--- config.mk ---
export PLATFORM = sky130hd
export DESIGN_NAME = operand_loader
export DESIGN_NICKNAME = d
export VERILOG_FILES = /design/src/rtl/calc_pkg.sv /design/src/rtl/btn_debounce.sv /design/src/rtl/operand_loader.sv
export SDC_FILE = /design/constraint.sdc
export NUM_CORES = 1
export LEC_CHECK = 0
export CAP_MARGIN = 30
export CORE_AREA = 4 4 62 64
export CTS_BUF_LIST = sky130_fd_sc_hd__clkbuf_16
export CTS_CLUSTER_SIZE = 20
export DETAILED_ROUTE_END_ITERATION = 10
export DIE_AREA = 0 0 66 68
export MAX_ROUTING_LAYER = met4
export PLACE_DENSITY = 0.7
export SETUP_SLACK_MARGIN = 0.1
export SLEW_MARGIN = 20
export SYNTH_ARGS = -nofsm -noshare
export SYNTH_HDL_FRONTEND = slang
export SYNTH_SLANG_ARGS = --single-unit
--- constraint.sdc ---
create_clock -name clk -period 1.95 [get_ports clk]
set_input_delay 0.195 -clock clk [delete_from_list [all_inputs] [get_ports clk]]
set_output_delay 0.195 -clock clk [all_outputs]
set_load 0.01 [all_outputs]
--- src/rtl/calc_pkg.sv ---
// calc_pkg: shared state encoding, opcode width and opcode constants for the LED calculator
package calc_pkg;
  localparam int OPW = 3;
  typedef enum logic [1:0] {
    LOAD_A  = 2'd0,
    LOAD_B  = 2'd1,
    LOAD_OP = 2'd2,
    SHOW    = 2'd3
  } state_t;
  localparam logic [OPW-1:0] OP_ADD = 3'd0;
  localparam logic [OPW-1:0] OP_SUB = 3'd1;
  localparam logic [OPW-1:0] OP_MUL = 3'd2;
  localparam logic [OPW-1:0] OP_DIV = 3'd3;
  localparam logic [OPW-1:0] OP_MOD = 3'd4;
endpackage

--- src/rtl/btn_debounce.sv ---
// btn_debounce: 2-flop synchronizer, stability counter and rising-edge press pulse
// Ports: clk, rst_n (async, active-low), btn_raw (raw bouncing button), press (1-cycle pulse per debounced press)
module btn_debounce #(
  parameter int DEBOUNCE_CYCLES = 500000
) (
  input  logic clk,
  input  logic rst_n,
  input  logic btn_raw,
  output logic press
);
  localparam int CW = $clog2(DEBOUNCE_CYCLES + 1);
  logic [1:0] sync_q;
  logic btn_s, lvl_q, lvl_d, prev_q, press_q;
  logic [CW-1:0] cnt_q, cnt_d;
  logic done;
  assign btn_s = sync_q[1];
  assign done  = cnt_q == CW'(DEBOUNCE_CYCLES - 1);
  // The level only flips after btn_s has disagreed with it for DEBOUNCE_CYCLES consecutive cycles.
  always_comb begin
    cnt_d = (btn_s == lvl_q || done) ? '0 : cnt_q + 1'b1;
    lvl_d = (btn_s != lvl_q && done) ? ~lvl_q : lvl_q;
  end
  always_ff @(posedge clk or negedge rst_n) begin
    if (!rst_n) begin
      sync_q  <= '0;
      cnt_q   <= '0;
      lvl_q   <= 1'b0;
      prev_q  <= 1'b0;
      press_q <= 1'b0;
    end else begin
      sync_q  <= {sync_q[0], btn_raw};
      cnt_q   <= cnt_d;
      lvl_q   <= lvl_d;
      prev_q  <= lvl_q;
      press_q <= lvl_q & ~prev_q;
    end
  end
  assign press = press_q;
endmodule

--- src/rtl/operand_loader.sv ---
// operand_loader: captures A, B and ctrl from one switch bank, one debounced press per field
// Ports: clk, rst_n (async, active-low), sw (switch value), btn (raw button),
//        A/B/ctrl (captured fields), valid (set complete), phase (current state)
module operand_loader
  import calc_pkg::*;
#(
  parameter int W               = 3,
  parameter int DEBOUNCE_CYCLES = 500000
) (
  input  logic           clk,
  input  logic           rst_n,
  input  logic [W-1:0]   sw,
  input  logic           btn,
  output logic [W-1:0]   A,
  output logic [W-1:0]   B,
  output logic [OPW-1:0] ctrl,
  output logic           valid,
  output logic [1:0]     phase
);
  logic press;
  state_t state_q, state_d;
  logic [W-1:0] a_q, a_d, b_q, b_d;
  logic [OPW-1:0] ctrl_q, ctrl_d;
  logic valid_q, valid_d;
  btn_debounce #(.DEBOUNCE_CYCLES(DEBOUNCE_CYCLES)) u_deb (
    .clk(clk), .rst_n(rst_n), .btn_raw(btn), .press(press)
  );
  // Each press advances one state; SHOW wraps back to LOAD_A through the 2-bit increment.
  always_comb begin
    state_d = press ? state_t'(state_q + 2'd1) : state_q;
    a_d     = (press && state_q == LOAD_A)  ? sw : a_q;
    b_d     = (press && state_q == LOAD_B)  ? sw : b_q;
    ctrl_d  = (press && state_q == LOAD_OP) ? sw[OPW-1:0] : ctrl_q;
    valid_d = state_d == SHOW;
  end
  always_ff @(posedge clk or negedge rst_n) begin
    if (!rst_n) begin
      state_q <= LOAD_A;
      a_q     <= '0;
      b_q     <= '0;
      ctrl_q  <= '0;
      valid_q <= 1'b0;
    end else begin
      state_q <= state_d;
      a_q     <= a_d;
      b_q     <= b_d;
      ctrl_q  <= ctrl_d;
      valid_q <= valid_d;
    end
  end
  assign A     = a_q;
  assign B     = b_q;
  assign ctrl  = ctrl_q;
  assign valid = valid_q;
  assign phase = state_q;
endmodule
==> impl_metrics.ini, run 1 <==
[worst_setup_path]
critPathCapture = u_deb.cnt_q[17]$_DFF_PN0_
cp-startpoint = u_deb.cnt_q[5]$_DFF_PN0_
r2r_slack_ps = 170
crit_required_ps = 2130
cp.arrival_ps = 1960
r2r-start = u_deb.cnt_q[5]$_DFF_PN0_
crit_fanout = 7
start_kind = flip-flop
r2r.worst_path.cells = 4
cp-end-kind = flip-flop
critPathKind = flip-flop to flip-flop
r2r_end = u_deb.cnt_q[17]$_DFF_PN0_

[detailed_routing]
via_count = 1077
wl_met3_um = 132
wirelength_um = 2890
drc_errors = 0
ant_nets = 0
wl_per_cell_um = 14.3
maxUsedRoutingLayer = met4
routedLengthMet1_um = 1180
drt_iter0_drc = 26
viasPerCell = 5.33
wl_met2_um = 1490
drt_pass1_iterations = 4

[clock_tree]
ctsHtreeMaxLevel = 2
cts_tree = yes
cts.sinks = 36
clock_tree.buffer_depth = 2
cts_root_buf = clkbuf_16
hold_buffers = 0
clock_latency_ps = 270
path_clk_slew_ps = 50
cts_made_buffers = 5

[layout]
diodes = 0
register_area_um2 = 901
multi_input_area_um2 = 672
fillers = 259
drive_gt1_share_pct = 16.0
nets = 168
postLayoutCoreUtil_pct = 59.7
areaGrowthSynthToFinish_pct = 22.8
layout_commonest_cell = dfrtp_1
mostFrequentLayoutCells = dfrtp_1, clkdlybuf4s50_1, nor2_1, xor2_1

[floorplan]
num_rows = 21
initial_core_util_pct = 48.6
ios = 18
die_w_um = 66
die_height_um = 68
design.core.area_um2 = 3280
die_area_um2 = 4490

[pwr]
ir_drop_uv = 516
p_total_mw = 1.56
p_leak_nw = 0.841
powerDensity_nw_per_um2 = 795

[synthesis]
yosysTopAreaCell = dfrtp_1
synth_warnings = 0
syn_area_um2 = 1600
yosys.cell_types.count = 28
synth_seq_cells = 36
syn_nets = 145
ys_top_cells_by_area = dfrtp_1, xor2_1, mux2_2
syn_avg_cell_area_um2 = 11.8
synth_seq_area_share_pct = 56.5
postSynthCellCount = 135
synth_top_area_share_pct = 56.5

[timing]
period_needed_ps = 1780
setup_viol = 0
rsz0062_at_grt = true
max-slew-margin-rel_pct = 70.5
tns_ps = 0
whs_ps = 349
max_freq_mhz = 561
fin_skew_ps = 3.88
drv_slew = 0
hold_viol_final = 0
tightest_slew_ps = 443
finalCritPeriodShare_pct = 91.3

[flow_run]
max-cap-violations = 0

[grt]
grt_overflow_total = 0
grt_pass1_wl_um = 5260
grt_max_degree = 37
grt_pass1_vias = 1144
track_usage_pct = 16.5
antenna_found_initial = 0

[place]
place_hpwl_um = 2070
portBuffers = 17
place_congestion = 0.782

[outcome]
outcome = completed

[worst_hold_path]
hold_class = input port to async pin
-- layout make-up --
| class | count | area share [%] |
|---|---|---|
| timing repair buffer | 19 | 9.64 |
| multi-input combinational | 92 | 34.3 |
| sequential | 36 | 46.0 |
| inverter | 4 | 0.766 |
| tap | 46 | 2.94 |
| clock buffer | 5 | 6.39 |
-- cells in the mapped netlist --
master	instances
nand2_1	10
nor4_1	1
nor2_1	14
dfrtp_1	36
nor2b_1	1
xnor2_1	1
a21oi_1	5
buf_2	2
nand3_1	6
nor3_1	1
nand4_2	1
o31ai_4	1
o31ai_1	3
or3_1	1
or4_1	3
and2_1	2
ha_1	4
o21ai_0	3
inv_1	4
nand4_1	5
mux2_2	10
xor2_1	13
and4bb_2	1
and4_1	3
buf_6	1
or4b_4	1
or3_2	1
and3_1	1
-- cell families (layout without fill, tap and decap cells) --
| family | count (synthesis) | in the layout | share of synthesized area, % |
|---|---|---|---|
| AO/OA/AOI/OAI | 12 | 12 | 5.25 |
| multiplexers | 10 | 10 | 7.06 |
| buffers and inverters | 7 | 28 | 2.27 |
| AND/OR/NAND/NOR | 52 | 52 | 18.1 |
| flip-flops | 36 | 36 | 56.5 |
| adder cells (fa/ha/maj) | 4 | 4 | 3.14 |
| XOR/XNOR | 14 | 14 | 7.69 |
-- stage by stage --
step / cells / setup WS, ps / cell area (um^2)
floorplan: 135 / 261 / 1600
global placement: 197 / 205 / 1820
detailed placement: 197 / 141 / 1820
CTS: 202 / 120 / 1940
global route: 202 / 86.5 / 1960
finish: 202 / 169 / 1960
-- worst max-delay path, stage by stage (launching register included) --
cell and delay [ps]:
dfrtp_1 440, and4_2 360, nand4_4 170, or4_1 510, a21oi_1 210
-- registers in the layout (all words and copies together), names as in the netlist --
name and cells:
phase 2, u_deb.cnt_q 19, u_deb.prev_q 1, valid 1, ctrl 3, u_deb.press 1, A 3, u_deb.sync_q 2
u_deb.lvl_q 1, B 3
-- how the worst min path moves through the flow --
stage                              start                         to  slack [ps]  depth (start not counted)
2_1_floorplan                      rst_n           A[0]$_DFFE_PN0P_        -100                          0
3_3_place_gp   u_deb.sync_q[0]$_DFF_PN0_  u_deb.sync_q[1]$_DFF_PN0_         340                          0
3_5_place_dp   u_deb.sync_q[0]$_DFF_PN0_  u_deb.sync_q[1]$_DFF_PN0_         350                          0
4_1_cts        u_deb.sync_q[0]$_DFF_PN0_  u_deb.sync_q[1]$_DFF_PN0_         360                          0
5_1_grt        u_deb.sync_q[0]$_DFF_PN0_  u_deb.sync_q[1]$_DFF_PN0_         370                          0
6_report                           rst_n           B[2]$_DFFE_PN0P_         350                          2
-- metal layers --
layer / track usage (%) / vias to the layer above
met2: 27.5 / 27
met3: 4.60 / 8
met5: - / -
met4: 10.2 / 0
li1: - / 518
met1: 17.4 / 524
-- timing repair --
action / CTS / global route
resized for setup: 0 / 5
setup buffers: 0 / 0
endpoints found under the setup margin: 0 / 18
-- power breakdown --
group / switching [mW] / internal, mW / leakage (nW)
combinational: 0.0390 / 0.0415 / 0.305
sequential: 0.0107 / 0.765 / 0.475
clock: 0.253 / 0.449 / 0.0616
Power figures use the tool's default switching activity.
==> run 2: changes to the inputs <==
--- a/config.mk
+++ b/config.mk
@@ -5,12 +5,12 @@
 export SDC_FILE = /design/constraint.sdc
 export NUM_CORES = 1
 export LEC_CHECK = 0
+export ABC_AREA = 1
 export CAP_MARGIN = 30
-export CORE_AREA = 4 4 62 64
-export CTS_BUF_LIST = sky130_fd_sc_hd__clkbuf_16
+export CORE_AREA = 4 4 64 66
 export CTS_CLUSTER_SIZE = 20
 export DETAILED_ROUTE_END_ITERATION = 10
-export DIE_AREA = 0 0 66 68
+export DIE_AREA = 0 0 68 70
 export MAX_ROUTING_LAYER = met4
 export PLACE_DENSITY = 0.7
 export SETUP_SLACK_MARGIN = 0.1
==> impl_metrics.ini, run 2 <==
[synthesis]
ys_top_cells_by_count = nand2_1, nor2_1, dfrtp_1
yosysMostFrequentCell = nand2_1
ys_top_cells_by_area = dfrtp_1, nand2_1, nor2_1
yosys.cell_types.count = 19
synth_seq_cells = 36
async_reset_ff_share_pct = 100
syn_nets = 212
synth_seq_area_share_pct = 52.4
ys.flop_type = dfrtp_1
synth_edf_count = 0
syn_area_um2 = 1720
synth_warnings = 0
postSynthCellCount = 202
synth_top_area_share_pct = 52.4
syn_avg_cell_area_um2 = 8.52
yosysTopAreaCell = dfrtp_1

[detailed_routing]
via_count = 1289
wl_per_cell_um = 11.1
viasPerCell = 4.69
drc_errors = 0
ant_nets = 0
wirelength_um = 3050
drt_pass1_iterations = 4
drt_iter0_drc = 98

[worst_setup_path]
r2r-start = u_deb.cnt_q[0]$_DFF_PN0_
start_kind = flip-flop
critPathKind = flip-flop to primary output
cp-startpoint = phase[1]$_DFF_PN0_
slowest_stage = clkdlybuf4s50_1
crit_required_ps = 1750
cp-end-kind = primary output
crit_fanout = 4
path_cells = clkdlybuf4s50_1
cpPeakStageDelay_ps = 550
cp_top_family = buffers and inverters
cp.arrival_ps = 1290
cp.buffers_inverters = 1

[clock_tree]
cts.sinks = 36
hold_buffers = 0
clock_tree.buffer_depth = 2
post-cts-setup-buffer-count = 0
cts-resized-gates = 0
cts_made_buffers = 5
ctsHtreeMaxLevel = 2
path_clk_slew_ps = 110
clock_latency_ps = 340
cts_root_buf = clkbuf_4
cts_tree = yes

[place]
place_congestion = 0.885
portBuffers = 17
place_hpwl_um = 2330
placedCellCount = 267

[layout]
mostFrequentLayoutCells = nand2_1, nor2_1, dfrtp_1, inv_1, clkdlybuf4s50_1
largest_reg_flops = 19
diodes = 0
layout_commonest_cell = nand2_1
nets = 236
areaGrowthSynthToFinish_pct = 16.4
top_register = u_deb.cnt_q
final-instance-count-excl-fill = 275
fillers = 339
drive_gt1_share_pct = 7.93

[grt]
grt_pass1_vias = 1290
grt_max_degree = 37
grt_pass1_wl_um = 5630
grt_overflow_total = 0
antenna_found_initial = 0
track_usage_pct = 16.1

[floorplan]
ios = 18
num_rows = 22
die_height_um = 70
die_area_um2 = 4760
initial_core_util_pct = 48.1
die_w_um = 68
design.core.area_um2 = 3580

[timing]
drv_slew = 0
tns_ps = 0
rsz0062_at_grt = false
hold_viol_final = 0
setup_viol = 0
fin_skew_ps = 11.5
tightest_slew_ps = 431
period_needed_ps = 1480
max_freq_mhz = 673
finalCritPeriodShare_pct = 76.1
max-slew-margin-rel_pct = 71.2

[pwr]
ir_drop_uv = 392
powerDensity_nw_per_um2 = 597
p_leak_nw = 0.874

[outcome]
outcome = completed

[flow_run]
max-cap-violations = 0

[worst_hold_path]
hold_class = input port to async pin
[run 2: cell types whose count changed in the layout (fill, tap and decap cells not counted), moves of 8 or more]
cell	change
nand2_1	+40
nor2_1	+25
inv_1	+16
mux2_2	-10
o21ai_0	+9
nand3_1	+8
[run 2: kinds of logic after synthesis]
family | Yosys count | share of synthesized area [%]
buffers and inverters | 21 | 5.02
and+or+nand+nor | 112 | 28.4
xor gates and xnor gates | 10 | 5.09
DFF | 36 | 52.4
adders and majority gates | 4 | 2.91
AOI/OAI and AO/OA | 19 | 6.25
[run 2: metal layers]
| layer | vias to the layer above | GRT usage, % | part of all wire, % |
|---|---|---|---|
| met3 | 8 | 3.86 | 3.5 |
| li1 | 678 | - | - |
| met1 | 586 | 20.4 | 47 |
| met4 | 0 | 7.95 | 2.4 |
| met5 | - | - | 0 |
| met2 | 17 | 23.6 | 47 |
[run 2: per-stage QoR]
step                instance area, um^2  power (mW)  setup WS (ps)  hold WS (ps)  util (%)
floorplan                          1720       0.793            643          -101         -
global placement                   1950       0.822            583           335      54.4
detailed placement                 1950       0.822            560           339      54.4
CTS                                2000        1.21            437           256      56.0
global route                       2000        1.25            388           273      56.0
finish                             2000        1.20            465           249      56.0
[run 2: worst paths after layout]
check                                                 end  slack [ps]  depth (start not counted)
worst max-delay path                             phase[1]         470                          1
worst max register to register  u_deb.cnt_q[11]$_DFF_PN0_         550                          6
min in group clk                u_deb.sync_q[0]$_DFF_PN0_         290                          1
max in group asynchronous       u_deb.cnt_q[11]$_DFF_PN0_        1390                          2
worst min register to register  u_deb.sync_q[1]$_DFF_PN0_         360                          0
worst min-delay path             u_deb.cnt_q[3]$_DFF_PN0_         250                          2
[run 2: cell type report]
type	count	area, um^2	share of cell area [%]
repair buffers	18	178	8.87
clock inverters	3	18.8	0.937
flip-flops and latches	36	901	45.0
multi-input cells	145	733	36.6
well taps	48	60.1	3.00
clock buffers	5	37.5	1.87
inverters	20	75.1	3.75
[run 2: report_power, final]
group          internal [mW]  switching, mW  total [mW]
sequential             0.753        0.00456       0.758
combinational         0.0171         0.0297      0.0468
clock                  0.138          0.252       0.390
==> run 3: changes to the inputs <==
--- a/config.mk
+++ b/config.mk
@@ -12,7 +12,7 @@
 export DETAILED_ROUTE_END_ITERATION = 10
 export DIE_AREA = 0 0 68 70
 export MAX_ROUTING_LAYER = met4
-export PLACE_DENSITY = 0.7
+export PLACE_DENSITY = 0.73
 export SETUP_SLACK_MARGIN = 0.1
 export SLEW_MARGIN = 20
 export SYNTH_ARGS = -nofsm -noshare
==> constraint.sdc (replaced) <==
create_clock -name clk -period 1.3 [get_ports clk]
set_input_delay 0.13 -clock clk [delete_from_list [all_inputs] [get_ports clk]]
set_output_delay 0.13 -clock clk [all_outputs]
set_load 0.01 [all_outputs]
==> impl_metrics.ini, run 3 (same netlist as run 2, synthesis figures left out) <==
[detailed_routing]
wirelength_um = 3760
drc_errors = 0
ant_nets = 0
wl_per_cell_um = 12.8
via_count = 1472
drt_pass1_iterations = 4
drt_iter0_drc = 98
viasPerCell = 5.02

[grt]
grt_max_degree = 37
grt_pass1_vias = 1472
grt_pass1_wl_um = 6490
track_usage_pct = 18.8
grt_overflow_total = 0
antenna_found_initial = 0

[timing]
tightest_slew_ps = 389
period_needed_ps = 1360
whs_ps = 124
setup_viol = 20
drv_slew = 0
max-slew-margin-rel_pct = 74.0
hold_viol_final = 0
fin_skew_ps = 9.43
tns_ps = -748
finalWorstSetupSlack_ps = -60.4
max_freq_mhz = 735
rsz0062_at_grt = true
finalCritPeriodShare_pct = 105

[place]
portBuffers = 17
place_area_um2 = 2000
placedCellCount = 270
place_congestion = 0.840
place_ws_ps = -17.4
place_hpwl_um = 2240

[layout]
layout_commonest_cell = nand2_1
largest_reg_flops = 19
final-instance-count-excl-fill = 293
diodes = 0
areaGrowthSynthToFinish_pct = 35.3
final_area_um2 = 2330
mostFrequentLayoutCells = nand2_1, dfrtp_1, nor2_1, inv_1, buf_4
drive_gt1_share_pct = 24.5
nets = 254
top_register = u_deb.cnt_q
fillers = 300

[clock_tree]
cts_tree = yes
hold_buffers = 0
path_clk_slew_ps = 120
clock_latency_ps = 360
cts_root_buf = clkbuf_4
ctsHtreeMaxLevel = 2
cts_made_buffers = 5
clock_tree.buffer_depth = 2
cts.sinks = 36

[pwr]
ir_drop_uv = 924
powerDensity_nw_per_um2 = 885
seqPwrFrac_pct = 55.4
p_switching_mw = 0.484
p_leak_nw = 1.02
p_clk_share_pct = 39.3
p_comb_share_pct = 5.3
swShare_pct = 23.5
p_int_mw = 1.58

[worst_setup_path]
cp.arrival_ps = 1620
cp-end-kind = flip-flop
crit_required_ps = 1550
start_kind = flip-flop
critPathKind = flip-flop to flip-flop
crit_fanout = 9

[floorplan]
num_rows = 22
ios = 18
die_area_um2 = 4760
initial_core_util_pct = 48.1
die_w_um = 68
design.core.area_um2 = 3580
die_height_um = 70

[worst_hold_path]
hold_class = input port to async pin

[flow_run]
max-cap-violations = 0

[outcome]
outcome = complete, but fails checks
violations = negative setup slack
## run 3: per-layer routing
metal  global-route usage (%)  wire [um]
met1                     23.3       1670
met2                     27.9       1860
met3                     5.47        164
met4                     8.39         64
met5                        -          0
## run 3: repair_timing
item	CTS	global route
pin swaps	17	4
cloned	2	0
setup buffers	9	4
endpoints found under the setup margin	32	39
resized for setup	33	25
## run 3: critical path, stage by stage (launching register included)
cell	delay [ps]
dfrtp_1	450
nor2_1	130
nand3_1	100
nor2_2	170
nand3_4	190
nand2_8	160
nor2_1	60
## run 3: worst paths after layout
check	slack, ps	cells past startpoint	from	endpoint
setup / recovery	-60	6	u_deb.cnt_q[10]$_DFF_PN0_	u_deb.cnt_q[8]$_DFF_PN0_
hold / removal	120	2	rst_n	u_deb.press$_DFF_PN0_
setup reg to reg	-60	6	u_deb.cnt_q[10]$_DFF_PN0_	u_deb.cnt_q[8]$_DFF_PN0_
hold reg to reg	360	0	u_deb.sync_q[0]$_DFF_PN0_	u_deb.sync_q[1]$_DFF_PN0_
max in group asynchronous	990	2	rst_n	u_deb.cnt_q[2]$_DFF_PN0_
min in group clk	200	1	btn	u_deb.sync_q[0]$_DFF_PN0_
## run 3: area by class of cell
| type | instances | area (um^2) | area share (%) |
|---|---|---|---|
| well taps | 48 | 60.1 | 2.58 |
| clock buffers | 5 | 37.5 | 1.61 |
| multi-input cells | 147 | 901 | 38.7 |
| flip-flops and latches | 36 | 902 | 38.8 |
| clock inverters | 3 | 42.5 | 1.83 |
| inverters | 20 | 75.1 | 3.23 |
| repair buffers | 34 | 309 | 13.3 |
## run 3: metrics by stage
step / util [%] / total power, mW
after floorplan: - / 1.19
after global placement: 55.8 / 1.24
after detailed placement: 55.8 / 1.25
after CTS: 62.8 / 2.09
after global routing: 65.0 / 2.15
final: 65.0 / 2.06
## run 3: power groups by stage
stage	Sequential, mW	Combinational, mW	Clock [mW]
after floorplan	1.16	0.0341	0
after global placement	1.16	0.0828	0
after detailed placement	1.16	0.0832	0
after CTS	1.14	0.110	0.835
after global routing	1.14	0.122	0.882
final	1.14	0.108	0.810
